--- config.mk ---
export PLATFORM = sky130hd
export DESIGN_NAME = link_ctrl
export DESIGN_NICKNAME = d
export VERILOG_FILES = /design/src/rtl/link_ctrl.sv
export SDC_FILE = /design/constraint.sdc
export NUM_CORES = 1
export LEC_CHECK = 0
export ABC_CLOCK_PERIOD_IN_PS = 3010
export BUFFER_PORTS_ARGS = -buffer_cell sky130_fd_sc_hd__buf_2
export CORE_MARGIN = 2
export CORE_UTILIZATION = 45
export CTS_BUF_LIST = sky130_fd_sc_hd__clkbuf_4
export CTS_CLUSTER_SIZE = 40
export DETAILED_ROUTE_END_ITERATION = 10
export GPL_ROUTABILITY_DRIVEN = 0
export GPL_TIMING_DRIVEN = 0
export PLACE_DENSITY = 0.71
export REMOVE_ABC_BUFFERS = 1
export SLEW_MARGIN = 10
export SYNTH_ARGS = -nofsm -noshare
export SYNTH_HDL_FRONTEND = slang
export SYNTH_SLANG_ARGS = --single-unit
--- constraint.sdc ---
create_clock -name clk -period 3.01 [get_ports clk]
set_clock_uncertainty 0.2 [all_clocks]
set_input_delay 0.301 -clock clk [delete_from_list [all_inputs] [get_ports clk]]
set_output_delay 0.301 -clock clk [all_outputs]
set_load 0.01 [all_outputs]
--- src/rtl/link_ctrl.sv ---
// Link-register controller: keeps return addresses in LR with a small spill stack behind it.
// Optional macro LINK_CTRL_OVF_WRAP_EN: a push into a full stack overwrites the oldest entry instead of being dropped.
module link_ctrl #(
  parameter int unsigned W     = 8,
  parameter int unsigned DEPTH = 4
) (
  input  logic                     clk,
  input  logic                     rst,
  input  logic                     call_req,
  input  logic                     ret_req,
  input  logic [W-1:0]             ret_pc,
  input  logic [W-1:0]             lr_q,
  output logic [W-1:0]             lr_in,
  output logic                     lr_en,
  output logic                     tgt_valid,
  output logic [W-1:0]             tgt_addr,
  output logic                     stall,
  output logic [$clog2(DEPTH):0]   depth,
  output logic                     ovf_err,
  output logic                     unf_err
);

  localparam int unsigned SPW = $clog2(DEPTH);
  localparam int unsigned DW  = SPW + 1;

  typedef enum logic [1:0] {
    IDLE = 2'd0,
    PUSH = 2'd1,
    POP  = 2'd2
  } state_t;

  state_t         state_q, state_d;
  logic [SPW-1:0] sp_q;
  logic [DW-1:0]  depth_q;
  logic           lr_live_q;
  logic [W-1:0]   pc_lat_q;
  logic [W-1:0]   stack_q [DEPTH];

  logic push_c, pop_c, live_set_c, live_clr_c, ovf_set_c, unf_set_c, lat_en_c;
  logic full_c;

  assign full_c  = (depth_q == DW'(DEPTH));
  assign depth   = depth_q;

  // State register
  always_ff @(posedge clk or negedge rst) begin
    if (!rst) begin
      state_q <= IDLE;
    end else begin
      state_q <= state_d;
    end
  end

  // Next state, combinational outputs and datapath strobes; everything is forced low during reset
  always_comb begin
    state_d    = state_q;
    lr_in      = '0;
    lr_en      = 1'b0;
    tgt_valid  = 1'b0;
    tgt_addr   = '0;
    stall      = 1'b0;
    push_c     = 1'b0;
    pop_c      = 1'b0;
    live_set_c = 1'b0;
    live_clr_c = 1'b0;
    ovf_set_c  = 1'b0;
    unf_set_c  = 1'b0;
    lat_en_c   = 1'b0;
    if (rst) begin
      case (state_q)
        IDLE: begin
          // A return wins over a simultaneous call
          if (ret_req) begin
            if (lr_live_q) begin
              tgt_valid = 1'b1;
              tgt_addr  = lr_q;
              if (depth_q != '0) begin
                state_d = POP;
              end else begin
                live_clr_c = 1'b1;
              end
            end else begin
              unf_set_c = 1'b1;
            end
          end else if (call_req) begin
            if (!lr_live_q) begin
              lr_in      = ret_pc;
              lr_en      = 1'b1;
              live_set_c = 1'b1;
            end else begin
              stall    = 1'b1;
              lat_en_c = 1'b1;
              state_d  = PUSH;
            end
          end
        end
        PUSH: begin
          lr_in     = pc_lat_q;
          lr_en     = 1'b1;
          push_c    = 1'b1;
          ovf_set_c = full_c;
          state_d   = IDLE;
        end
        POP: begin
          lr_in   = stack_q[sp_q - SPW'(1)];
          lr_en   = 1'b1;
          stall   = 1'b1;
          pop_c   = 1'b1;
          state_d = IDLE;
        end
        default: begin
          state_d = IDLE;
        end
      endcase
    end
  end

  // Spill stack, pointers, live flag and sticky errors
  always_ff @(posedge clk or negedge rst) begin
    if (!rst) begin
      sp_q      <= '0;
      depth_q   <= '0;
      lr_live_q <= 1'b0;
      ovf_err   <= 1'b0;
      unf_err   <= 1'b0;
      pc_lat_q  <= '0;
      for (int i = 0; i < DEPTH; i++) begin
        stack_q[i] <= '0;
      end
    end else begin
      if (lat_en_c) begin
        pc_lat_q <= ret_pc;
      end
      if (live_set_c) begin
        lr_live_q <= 1'b1;
      end else if (live_clr_c) begin
        lr_live_q <= 1'b0;
      end
      if (unf_set_c) begin
        unf_err <= 1'b1;
      end
      if (ovf_set_c) begin
        ovf_err <= 1'b1;
      end
      if (push_c) begin
        if (!full_c) begin
          stack_q[sp_q] <= lr_q;
          sp_q          <= sp_q + SPW'(1);
          depth_q       <= depth_q + DW'(1);
        end else begin
`ifdef LINK_CTRL_OVF_WRAP_EN
          // Oldest entry sits at sp when full; overwrite it and keep depth pinned
          stack_q[sp_q] <= lr_q;
          sp_q          <= sp_q + SPW'(1);
`else
          sp_q          <= sp_q;
`endif
        end
      end
      if (pop_c && (depth_q != '0)) begin
        sp_q    <= sp_q - SPW'(1);
        depth_q <= depth_q - DW'(1);
      end
    end
  end

endmodule
* Yosys cells after proc, flatten, opt, wreduce, memory -nomap -nowiden
Cells that the tools add are included.
** Cells by class
- $add $sub $neg :: 4
- Mux-type cells :: 60
- Reductions and logical operators :: 10
- $lt $le $gt $ge :: 3
- Bitwise logic cells :: 3
- Eq/ne operators :: 7
** Operators with widths (number)
- $mux W8 :: 11
- $bwmux W32 :: 1
- $mux W1 :: 31
- $pmux W8 S3 :: 1
- $mux W2 :: 9
- $bmux W8 S2 :: 1
- $demux W8 S2 :: 1
- $mux W3 :: 3
- $ge A3 B3 Y1 const B :: 2
- $ne A3 B3 Y1 const B :: 2
- $not A2 Y3 :: 2
- $pmux W1 S2 :: 2
- $reduce_and A2 Y1 :: 2
- $reduce_and A4 Y1 :: 1
- $reduce_bool A2 Y1 :: 2
- $add A3 B1 Y3 const B :: 1
- $eq A3 B3 Y1 const B :: 1
- $lt A3 B1 Y1 const B :: 1
- $reduce_bool A3 Y1 :: 1
- $sub A3 B1 Y3 const B :: 1
- $add A2 B1 Y2 const B :: 1
- $eq A2 B1 Y1 const B :: 1
- $eq A2 B2 Y1 const B :: 1
- $logic_and A1 B1 Y1 :: 2
- 6 further kinds :: 6
** Word-level totals
- Output and inout bits :: 24
- Bits of input ports :: 20
- Register bits after elaboration :: 50
- Word-level logic and storage cells :: 98

* Depth between registers and ports, before layout
- Depth in word-level cells :: 8
- Depth in mapped cells :: 7

* Worst setup path before layout
OpenSTA, ideal clock, no wires.
- Path type :: reg-to-reg
- Start point :: reg state_q[0]
- End point :: reg depth_q[2], in the netlist depth[2]
- Period minus slack after synthesis :: 2.389 ns
- Required time :: 2.671 ns
- Setup time :: 0.139 ns
- Cell stages (with the launch flop) :: 8
- Arrival :: 2.050 ns
- Slack :: 0.621 ns
- Cells stage by stage :: dfrtp_1 -> inv_1 -> ha_1 -> o311ai_0 -> fa_1 -> or2_2 -> o311ai_0 -> o21ai_0
** On the way
- Cells in the longest elaborated chain, start to end :: 6
- Elaborated cells on any way between the ends :: 11
- Classes of those cells :: 3 x eq/ne; 5 x mux; 3 x reduce/logical
** Ends and longest elaborated chain
- start, declared :: RTL line 32 : state_t state_q, state_d;
- start signal, assigned :: RTL line 50 : state_q <= state_d;
- $eq A2 B2 Y1 :: RTL line 70 : case (state_q)
- $mux W1 :: RTL line 70
- $mux W1 :: RTL line 69 : if (rst) begin
- $logic_and A1 B1 Y1 :: RTL line 160 : if (pop_c && (depth_q != '0)) begin
- $ne A2 B1 Y1 (no source line) or $reduce_bool A2 Y1 (tied branches)
- $reduce_and A2 Y1 (no source line)
- end signal, assigned :: RTL line 149 : depth_q <= depth_q + DW'(1);
- end signal, assigned :: RTL line 162 : depth_q <= depth_q - DW'(1);
- end, declared :: RTL line 34 : logic [DW-1:0] depth_q;
Several ways; a longest one is shown, not always the timed one.
A chain may end at the register's enable or synchronous reset.

* Final worst setup path
- Start point :: reg sp_q[0]
- End point :: out lr_in[3]
** On the way
- Cells in the longest elaborated chain, start to end :: 7
** Ends and longest elaborated chain
- start, declared :: RTL line 33 : logic [SPW-1:0] sp_q;
- start signal, assigned :: RTL line 148 : sp_q <= sp_q + SPW'(1);
- start signal, assigned :: RTL line 156 : sp_q <= sp_q;
- start signal, assigned :: RTL line 161 : sp_q <= sp_q - SPW'(1);
- $sub A2 B1 Y2 :: RTL line 105 : lr_in = stack_q[sp_q - SPW'(1)];
- $not A2 Y3 (not written as such) :: RTL line 105
- $bmux W8 S2 :: RTL line 105
- $mux W8 (not written as such) (2 in a row) :: RTL line 105
- $pmux W8 S3 :: RTL line 70
- $mux W8 :: RTL line 69
- end, declared :: RTL line 13 : output logic [W-1:0] lr_in,
Every way passes these cells. The select of a mux whose other input is x is not followed.

==> reports/metrics.cfg <==
[setup_path]
arrival_ns = 2.27
required_ns = 2.51
rrSetupSlack_ns = 0.29
crit_chain = inv_1, ha_2, mux2i_1, o22a_1, a21oi_1, buf_2
worst_r2r_path_depth = 7
path_max_fanout = 17
crit_slowest_cell = ha_2
max_stage_delay_ns = 0.67
startpoint_type = flop
cp-startpoint = sp_q[0]$_DFFE_PN0P_
crit_type = reg2out
crit_buf_inv = 2
end_kind = primary output
r2r-end = depth[2]$_DFFE_PN0P_
r2r-start = state_q[0]$_DFFE_PN0P_
cp_top_family = adder cells

[floorplanning]
die_h_microns = 81.1
rows = 28
dieArea_sq_um = 6580
ios = 44
coreArea_sq_um = 5820
die_w_microns = 81.1
initial_core_util_pct = 46.0

[power_and_ir_drop]
ir_drop_mv = 0.306
power_leakage_nw = 1.54
power_density_nw_per_um2 = 810

[sta]
hold_viol_final = 0
setup_viol = 0
relSlewSlack_pct = 54.5
fin_crit_ns = 2.77
fmax_mhz = 360
final_max_slew_viol_count = 0
finalCritPeriodShare_pct = 92.2
worst_slew_pin_slew_ns = 0.674
rsz0062_at_grt = false
hold_ws_ns = 0.0185

[synth]
synth_top_area_cell = dfrtp_1
synthTopCellsByArea = dfrtp_1, mux2_2, mux2i_1, ha_1, nand4_4
synth_area_sq_um = 2680
synth_area_per_cell_sq_um = 12.4
synth-seq-cells = 50
synth.yosys.seq_area_share_pct = 46.8
netlist.area_leader.share_pct = 46.8
yosysWarnings = 0
synth_cells = 215
synth.distinct_cells = 39

[drt]
drc = 0
vias_per_cell = 5.53
drtPass1Iterations = 4
drt-initial-drc-count = 99
drt-wirelength-per-cell_microns = 16.3
antenna_left = 0
vias = 1918
routed_wl_microns = 5640

[cells_and_area]
nets = 300
drive_above_1_share_pct = 36.4
syn2layout_area_growth_pct = 19.2
multi_input_area_sq_um = 1350
mostFrequentLayoutCells = dfrtp_1, buf_2, mux2_2
insertedDiodeCount = 0
layout_commonest_cell = dfrtp_1
final_util_pct = 54.8
fill_cells = 523
final_cell_area_sq_um = 3190
fin_cells = 347
seq_area_sq_um = 1250

[cts]
clkSinkCount = 50
cts_tree = built
clkTransAtPathRegs_ns = 0.15
clk_latency_ns = 0.37
h-tree-depth = 2
cts_buffer_depth = 2
root_buffer = clkbuf_4
cts_buffers = 5

[global_routing]
grt_usage_pct = 18.6
overflow = 0
grt_antenna_before_repair = 0
first_global_vias = 1731
grt_max_degree = 51
grt_pass1_wl_microns = 9080

[place]
numPortBuffers = 43
placed_area_sq_um = 2940
dp_cells = 323
dp_hpwl_microns = 3780

[job]
cap_violations = 0

[min_path]
whs_path_depth = 2
worst_hold_path.endpoint = stack_q[29]$_DFFE_PN0P_
hold_path_class = in2reg
hold_start = lr_q[5]

[run_status]
outcome = finished, final reports clean

-- synth_stat cells, drive strengths merged --
master  number
a22o         1
buf          6
nand3        2
a211o        2
nor3         1
dfrtp       50
o311ai       2
ha           8
and4         1
nand4        4
inv          8
o21ai        4
mux2        40
nor2         4
a21oi       10
or2          1
or3b         1
a31oi        1
o21bai       2
a21o         1
o22a         9
nand2b       2
clkbuf       5
o31ai        1
mux2i       18
a221oi       1
nor3b        1
and2         9
fa           1
nand3b       1
a22oi        9
o22ai        1
nor4bb       1
xnor2        2
nand2        5
-- registers in the layout (all words and copies together) (netlist names) --
name,cells
stack_q,32
pc_lat_q,8
depth,3
sp_q,2
state_q,2
lr_live_q,1
ovf_err,1
unf_err,1
-- layout make-up --
cell class | count | share of cell area [%]
Clock inverter | 3 | 0.628
Multi-Input combinational cell | 146 | 42.4
Sequential cell | 50 | 39.2
Inverter | 8 | 0.942
Clock buffer | 5 | 1.18
Timing Repair Buffer | 60 | 12.6
Tap cell | 75 | 2.94
-- power by group --
group	total (mW)	switching, mW	internal [mW]
Clock	0.310	0.219	0.0917
Combinational	1.20	0.623	0.582
Sequential	1.07	0.163	0.905
Total	2.58	1.00	1.58
-- worst max path at each step --
stage / endpoint / slack (ns) / depth (start not counted)
after floorplan: lr_in[0] / 0.55 / 5
after global placement: depth[2]$_DFFE_PN0P_ / -0.55 / 6
after detailed placement: depth[2]$_DFFE_PN0P_ / 0.02 / 6
after CTS: lr_in[6] / 0.15 / 7
after global routing: lr_in[7] / 0.06 / 6
final: lr_in[3] / 0.24 / 6
-- logic make-up after synthesis --
group	Yosys count	synth area share, %
adders and majority gates	9	4.49
AOI/OAI and AO/OA	44	11.6
xor gates and xnor gates	2	0.655
DFF	50	46.8
muxes	58	23.6
buffers and inverters	19	3.37
and+or+nand+nor	33	9.50
-- through the flow --
stage | setup TNS (ns) | power (mW) | worst slack [ns]
5_1_grt | 0 | 2.77 | 0.0572
3_5_place_dp | 0 | 2.26 | 0.0208
3_3_place_gp | -2.09 | 2.22 | -0.554
4_1_cts | 0 | 2.60 | 0.153
6_report | 0 | 2.58 | 0.235
2_1_floorplan | 0 | 1.93 | 0.550
-- routing by layer --
| layer | routed length [microns] | vias to the layer above | GRT usage, % |
|---|---|---|---|
| met4 | 68 | 0 | 5.08 |
| met2 | 2660 | 38 | 27.9 |
| met5 | 0 | - | 0 |
| li1 | - | 907 | - |
| met1 | 2720 | 968 | 27.7 |
| met3 | 190 | 5 | 3.67 |
-- what timing repair did --
item                       in CTS  in global routing
buffers inserted                0                  0
setup endpoints to repair       8                  6
hold endpoints to repair       78                  0
hold buffers                   16                  0
gates resized for setup         1                  2
(Power assumes the default switching activity.)
